===== src/rtl/vga_scaled_timing.sv =====
// VGA raster generator with integer pixel replication, a fetch-latency-matched colour pipeline
// and delay-matched sync, blanking and frame/line markers.
module vga_scaled_timing #(
  parameter int unsigned H_ACTIVE      = 640,
  parameter int unsigned H_FP          = 16,
  parameter int unsigned H_SYNC        = 96,
  parameter int unsigned H_BP          = 48,
  parameter int unsigned V_ACTIVE      = 480,
  parameter int unsigned V_FP          = 10,
  parameter int unsigned V_SYNC        = 2,
  parameter int unsigned V_BP          = 33,
  parameter int unsigned SCALE         = 1,
  parameter int unsigned COLOR_BITS    = 4,
  parameter int unsigned FETCH_LATENCY = 1,
  parameter bit          HSYNC_POL     = 1'b0,
  parameter bit          VSYNC_POL     = 1'b0
) (
  input  logic                      clk_25_175,
  input  logic                      reset,
  input  logic                      enable,
  input  logic [3*COLOR_BITS-1:0]   pixstream,
  output logic [9:0]                hreadwire,
  output logic [9:0]                vreadwire,
  output logic                      fetch_valid,
  output logic [COLOR_BITS-1:0]     r,
  output logic [COLOR_BITS-1:0]     g,
  output logic [COLOR_BITS-1:0]     b,
  output logic                      h_sync,
  output logic                      v_sync,
  output logic                      drawing_pixels,
  output logic                      line_start,
  output logic                      frame_start,
  output logic [7:0]                frame_count
);

  localparam int unsigned H_TOTAL  = H_ACTIVE + H_FP + H_SYNC + H_BP;
  localparam int unsigned V_TOTAL  = V_ACTIVE + V_FP + V_SYNC + V_BP;
  localparam int unsigned HC_W     = $clog2(H_TOTAL + 1);
  localparam int unsigned VC_W     = $clog2(V_TOTAL + 1);
  localparam int unsigned SUB_W    = (SCALE > 1) ? $clog2(SCALE) : 1;
  localparam int unsigned PIPE     = FETCH_LATENCY + 2;
  localparam int unsigned PIX_W    = 3 * COLOR_BITS;
  localparam int unsigned HS_START = H_ACTIVE + H_FP;
  localparam int unsigned HS_END   = HS_START + H_SYNC;
  localparam int unsigned VS_START = V_ACTIVE + V_FP;
  localparam int unsigned VS_END   = VS_START + V_SYNC;

  logic              run_q, run_d;
  logic [HC_W-1:0]   hcnt_q, hcnt_d;
  logic [VC_W-1:0]   vcnt_q, vcnt_d;
  logic [SUB_W-1:0]  hsub_q, hsub_d;
  logic [SUB_W-1:0]  vsub_q, vsub_d;
  logic [9:0]        hlog_q, hlog_d;
  logic [9:0]        vlog_q, vlog_d;

  logic [9:0]        hreadwire_q, hreadwire_d;
  logic [9:0]        vreadwire_q, vreadwire_d;
  logic              fetch_valid_q, fetch_valid_d;

  logic [PIPE-1:0]   act_pipe_q, act_pipe_d;
  logic [PIPE-1:0]   hs_pipe_q, hs_pipe_d;
  logic [PIPE-1:0]   vs_pipe_q, vs_pipe_d;
  logic [PIPE-1:0]   ls_pipe_q, ls_pipe_d;
  logic [PIPE-1:0]   fs_pipe_q, fs_pipe_d;
  logic [PIX_W-1:0]  rgb_q, rgb_d;
  logic [7:0]        frame_count_q, frame_count_d;

  logic h_act0, v_act0, act0, hs0, vs0, ls0, fs0;

  // Stage-0 decode; everything is gated by run_q so a stopped raster looks blank.
  assign h_act0 = (hcnt_q < HC_W'(H_ACTIVE));
  assign v_act0 = (vcnt_q < VC_W'(V_ACTIVE));
  assign act0   = run_q & h_act0 & v_act0;
  assign hs0    = run_q & (hcnt_q >= HC_W'(HS_START)) & (hcnt_q < HC_W'(HS_END));
  assign vs0    = run_q & (vcnt_q >= VC_W'(VS_START)) & (vcnt_q < VC_W'(VS_END));
  assign ls0    = run_q & (hcnt_q == '0) & v_act0;
  assign fs0    = run_q & (hcnt_q == '0) & (vcnt_q == '0);

  // Raster and logical-coordinate counters; the first enabled clock holds (0,0).
  always_comb begin
    run_d  = enable;
    hcnt_d = hcnt_q;
    vcnt_d = vcnt_q;
    hsub_d = hsub_q;
    vsub_d = vsub_q;
    hlog_d = hlog_q;
    vlog_d = vlog_q;
    if (!enable) begin
      hcnt_d = '0;
      vcnt_d = '0;
      hsub_d = '0;
      vsub_d = '0;
      hlog_d = '0;
      vlog_d = '0;
    end else if (run_q) begin
      if (hcnt_q == HC_W'(H_TOTAL - 1)) begin
        hcnt_d = '0;
        vcnt_d = (vcnt_q == VC_W'(V_TOTAL - 1)) ? '0 : vcnt_q + VC_W'(1);
      end else begin
        hcnt_d = hcnt_q + HC_W'(1);
      end
      if (h_act0 && v_act0) begin
        if (hsub_q == SUB_W'(SCALE - 1)) begin
          hsub_d = '0;
          hlog_d = (hcnt_q == HC_W'(H_ACTIVE - 1)) ? '0 : hlog_q + 10'd1;
        end else begin
          hsub_d = hsub_q + SUB_W'(1);
        end
      end
      if ((hcnt_q == HC_W'(H_ACTIVE - 1)) && v_act0) begin
        if (vsub_q == SUB_W'(SCALE - 1)) begin
          vsub_d = '0;
          vlog_d = (vcnt_q == VC_W'(V_ACTIVE - 1)) ? '0 : vlog_q + 10'd1;
        end else begin
          vsub_d = vsub_q + SUB_W'(1);
        end
      end
    end
  end

  // Fetch stage, delay-matched control and the colour capture stage.
  always_comb begin
    fetch_valid_d = act0;
    hreadwire_d   = act0 ? hlog_q : '0;
    vreadwire_d   = act0 ? vlog_q : '0;
    act_pipe_d    = {act_pipe_q[PIPE-2:0], act0};
    hs_pipe_d     = {hs_pipe_q[PIPE-2:0], (hs0 ? HSYNC_POL : ~HSYNC_POL)};
    vs_pipe_d     = {vs_pipe_q[PIPE-2:0], (vs0 ? VSYNC_POL : ~VSYNC_POL)};
    ls_pipe_d     = {ls_pipe_q[PIPE-2:0], ls0};
    fs_pipe_d     = {fs_pipe_q[PIPE-2:0], fs0};
    rgb_d         = pixstream & {PIX_W{act_pipe_q[PIPE-2]}};
    frame_count_d = frame_count_q + 8'(fs_pipe_q[PIPE-2]);
  end

  always_ff @(posedge clk_25_175 or posedge reset) begin
    if (reset) begin
      run_q         <= 1'b0;
      hcnt_q        <= '0;
      vcnt_q        <= '0;
      hsub_q        <= '0;
      vsub_q        <= '0;
      hlog_q        <= '0;
      vlog_q        <= '0;
      hreadwire_q   <= '0;
      vreadwire_q   <= '0;
      fetch_valid_q <= 1'b0;
      act_pipe_q    <= '0;
      hs_pipe_q     <= {PIPE{~HSYNC_POL}};
      vs_pipe_q     <= {PIPE{~VSYNC_POL}};
      ls_pipe_q     <= '0;
      fs_pipe_q     <= '0;
      rgb_q         <= '0;
      frame_count_q <= '0;
    end else begin
      run_q         <= run_d;
      hcnt_q        <= hcnt_d;
      vcnt_q        <= vcnt_d;
      hsub_q        <= hsub_d;
      vsub_q        <= vsub_d;
      hlog_q        <= hlog_d;
      vlog_q        <= vlog_d;
      hreadwire_q   <= hreadwire_d;
      vreadwire_q   <= vreadwire_d;
      fetch_valid_q <= fetch_valid_d;
      act_pipe_q    <= act_pipe_d;
      hs_pipe_q     <= hs_pipe_d;
      vs_pipe_q     <= vs_pipe_d;
      ls_pipe_q     <= ls_pipe_d;
      fs_pipe_q     <= fs_pipe_d;
      rgb_q         <= rgb_d;
      frame_count_q <= frame_count_d;
    end
  end

  assign hreadwire      = hreadwire_q;
  assign vreadwire      = vreadwire_q;
  assign fetch_valid    = fetch_valid_q;
  assign r              = rgb_q[COLOR_BITS-1:0];
  assign g              = rgb_q[2*COLOR_BITS-1:COLOR_BITS];
  assign b              = rgb_q[3*COLOR_BITS-1:2*COLOR_BITS];
  assign h_sync         = hs_pipe_q[PIPE-1];
  assign v_sync         = vs_pipe_q[PIPE-1];
  assign drawing_pixels = act_pipe_q[PIPE-1];
  assign line_start     = ls_pipe_q[PIPE-1];
  assign frame_start    = fs_pipe_q[PIPE-1];
  assign frame_count    = frame_count_q;

endmodule


===== config.mk =====
export PLATFORM = sky130hd
export DESIGN_NAME = vga_scaled_timing
export DESIGN_NICKNAME = d
export VERILOG_FILES = /design/src/rtl/vga_scaled_timing.sv
export SDC_FILE = /design/constraint.sdc
export NUM_CORES = 1
export LEC_CHECK = 0
export BUFFER_PORTS_ARGS = -buffer_cell sky130_fd_sc_hd__buf_2
export CAP_MARGIN = 20
export CORE_MARGIN = 8
export CORE_UTILIZATION = 56
export DETAILED_ROUTE_END_ITERATION = 12
export PLACE_DENSITY = 0.91
export SYNTH_ARGS = -nofsm -noshare
export SYNTH_HDL_FRONTEND = slang
export SYNTH_SLANG_ARGS = --single-unit

===== constraint.sdc =====
create_clock -name clk_25_175 -period 3.6 [get_ports clk_25_175]
set_input_delay 0.72 -clock clk_25_175 [delete_from_list [all_inputs] [get_ports clk_25_175]]
set_output_delay 0.72 -clock clk_25_175 [all_outputs]
set_load 0.01 [all_outputs]

==> run_results.csv <==
group,metric,value,unit
yosys,synth.area.top_cells,"dfrtp_1, and2_1, dfstp_2",
sta,slew_headroom,40.98,%
setup_path,r2r_start,"run_q$_DFF_PP0_",
sta,max_freq,419.5,MHz
yosys,synthDistinctLibCells,50,
layout,drive_above_1_share,22.83,%
cts,clock_latency,370,ps
yosys,post-synth-top-count-cell,"dfrtp_1",
yosys,syn_nets,395,
sta,fin_tns_setup,0,ps
cts,postCtsHoldBufs,0,
routing,routed_wirelength,8063,um
die,fp-row-count,31,
yosys,synth-seq-cells,96,
sta,whs,354.7,ps
routing,vias,3013,
die,core_region_area,7176,sq um
routing,ant_nets,0,
yosys,synth-seq-area-share,58.68,%
sta,drv_slew,0,
die,die_area,10330,sq um
yosys,netlist.area_leader.share,54.84,%
die,die_x,101.6,um
setup_path,crit_path_max_fanout,28,
sta,hold_viol_final,0,
cts,cts_sinks,96,
power_and_ir_drop,power_density,449.2,nW/um^2
yosys,synthArstFlopShare,100.0,%
setup_path,worstSetupPathType,"reg -> reg",
global_routing,antenna_found_initial,0,
power_and_ir_drop,power_leakage,0.002214,uW
setup_path,start_kind,"flip-flop",
yosys,synth_ff_type,"dfrtp_1",
setup_path,r2r_slack,1220,ps
routing,drt_first_pass_iters,4,
job,maxCapViolCount,0,
worst_hold_path,hold_depth,0,
setup_path,critPathCaptureType,"flip-flop",
cts,cts_tree,"yes",
place,dpl.cell_count,521,
cts,numCtsBuffers,9,
layout,postLayoutCoreUtil,65.53,%
yosys,synthTopCellsByCount,"dfrtp_1, and2_1, nor2_1",
setup_path,worst_ep_required_time,3890,ps
layout,syn2layout_area_growth,14.50,%
sta,max_slew.worst_pin.slew,884.3,ps
layout,nNetsFinal,456,
sta,fin_worst_skew,6.598,ps
die,fp.dieH,101.6,um
yosys,post_synth_instance_area,4106,sq um
cts,clk_transition_reported_paths,100,ps
place,hpwl,5847,um
setup_path,regToRegEndpoint,"hlog_q[2]$_DFFE_PP0P_",
sta,min_period,2384,ps
routing,wl_per_cell,15.01,um
global_routing,grt_pass1_wl,13970,um
cts,htreeDepth,3,
worst_hold_path,hp-start,"ls_pipe_q[1]$_DFF_PP0_",
worst_hold_path,hold_end,"ls_pipe_q[2]$_DFF_PP0_",
cts,clock-root-buffer,"clkbuf_8",
global_routing,grt_pass1_vias,3027,
die,start_util,57.23,%
layout,instances_no_fill,537,
worst_hold_path,worstHoldPathType,"reg -> reg",
sta,rsz0062_at_grt,"no",
setup_path,reg2reg_depth,6,
sta,timing.final.crit_share,66.21,%
place,port_buffers,60,
setup_path,arrival,2680,ps
yosys,synth-edff-count,0,
yosys,syn_inst,372,
sta,setup_viol,0,
yosys,yosys_warnings,0,
routing,drt_iter0_drc,225,
routing,drc_errors,0,
place,place_congestion,0.9100,
power_and_ir_drop,peakVddDrop,0.0001969,V
yosys,synth_top_cell_by_area,"dfrtp_1",
layout,antenna_cells,0,
global_routing,grt_usage,17.11,%
cts,cts.path.max_buffers,2,
cts,cts_resized,0,
yosys,syn_area_per_cell,11.04,sq um
die,ios,61,
status,status,"finished clean",
routing,viasPerCell,5.611,
global_routing,grt_overflow,0,
global_routing,grt_max_degree,55,
cts,post_cts_buffers,0,
==> worst max-delay path, cell delays in order, from the launching register on <==
cell,delay (ps)
dfrtp_1,510
nor2b_1,220
nand3_1,230
clkinv_1,390
o31ai_1,280
or3b_2,530
a21oi_1,150
==> stage by stage <==
step | cell area (sq um) | power, uW | setup slack, ps
6_report | 4702 | 2112 | 1216
5_1_grt | 4702 | 2208 | 966.8
4_1_cts | 4702 | 2133 | 1229
3_5_place_dp | 4489 | 1401 | 1248
3_3_place_gp | 4489 | 1385 | 1328
2_1_floorplan | 4106 | 1309 | 384.6
==> layer usage <==
metal  GRT usage (%)  share of wire, %  routed length (um)  vias up
met5               0                 0                   0        -
li1                -                 -                   -     1409
met2           27.72                48                3910      132
met4           9.966               2.5                 201        0
met3           3.918               8.2                 663       19
met1           20.45                41                3288     1453
==> cells in the final DEF (no fill, tap or decap), types with 2 or more instances in the layout <==
| cell | netlist | layout |
|---|---|---|
| nand4_1 | 7 | 7 |
| dfstp_2 | 6 | 6 |
| nor3b_1 | 2 | 2 |
| and2_1 | 34 | 34 |
| buf_4 | 2 | 2 |
| nor3_1 | 5 | 5 |
| nand4b_1 | 3 | 3 |
| xor2_1 | 9 | 9 |
| nor2_1 | 29 | 29 |
| clkbuf_8 | 1 | 9 |
| clkinv_4 | 0 | 2 |
| nand2_1 | 23 | 23 |
| or2_2 | 3 | 3 |
| a31oi_1 | 7 | 7 |
| dfrtp_1 | 90 | 90 |
| or2_0 | 2 | 2 |
| ha_1 | 8 | 8 |
| and3_1 | 6 | 6 |
| nor2b_1 | 5 | 5 |
| and4_1 | 2 | 2 |
| o31ai_1 | 10 | 10 |
| inv_1 | 7 | 6 |
| xnor2_1 | 6 | 6 |
| mux2i_1 | 2 | 2 |
| inv_8 | 0 | 3 |
| nand3_1 | 25 | 25 |
| buf_2 | 3 | 60 |
| or3b_2 | 2 | 2 |
| or3_1 | 7 | 7 |
| nand2b_1 | 4 | 4 |
| a21oi_1 | 12 | 12 |
| o21ai_0 | 25 | 25 |
==> cell type report <==
cell class | instances | area, sq um
tap | 99 | 123.9
fill | 527 | 2474
clock inverter | 7 | 88.84
inverter | 8 | 31.28
timing repair buffer | 63 | 335.3
clock buffer | 9 | 123.9
sequential | 96 | 2410
multi-input combinational | 255 | 1589
==> worst max-delay path by stage <==
stage | slack, ps | end | startpoint | depth (start not counted)
global route | 970 | hlog_q[2]$_DFFE_PP0P_ | run_q$_DFF_PP0_ | 6
CTS | 1230 | hlog_q[2]$_DFFE_PP0P_ | run_q$_DFF_PP0_ | 6
floorplan | 380 | act_pipe_q[0]$_DFF_PP0_ | reset | 1
finish | 1220 | hlog_q[2]$_DFFE_PP0P_ | run_q$_DFF_PP0_ | 6
global placement | 1330 | vlog_q[6]$_DFFE_PP0P_ | vcnt_q[0]$_DFFE_PP0P_ | 6
detailed placement | 1250 | vlog_q[6]$_DFFE_PP0P_ | vcnt_q[0]$_DFFE_PP0P_ | 6
==> cell families after synthesis <==
family	synth area share, %
simple gates	23.37
flops	58.68
compound gates	8.928
buf+inv	2.620
xor+xnor	3.199
fa+ha+maj	2.438
mux	0.7617
==> power by group <==
part	total (uW)	internal [uW]	switching [uW]	leakage (uW)
logic	192	80.6	111	0.000833
registers	1180	1130	48.3	0.00128
clock network	738	338	400	0.000105
total	2110	1550	560	0.00221
==> sequential cells by signal, indices dropped and copies added, names as in the netlist, 8 cells and up <==
register	flops
vlog_q	10
hreadwire	10
vreadwire	10
rgb_q	12
vcnt_q	10
hlog_q	10
frame_count	8
hcnt_q	10
Note: power is estimated with default switching activity, not from simulation.
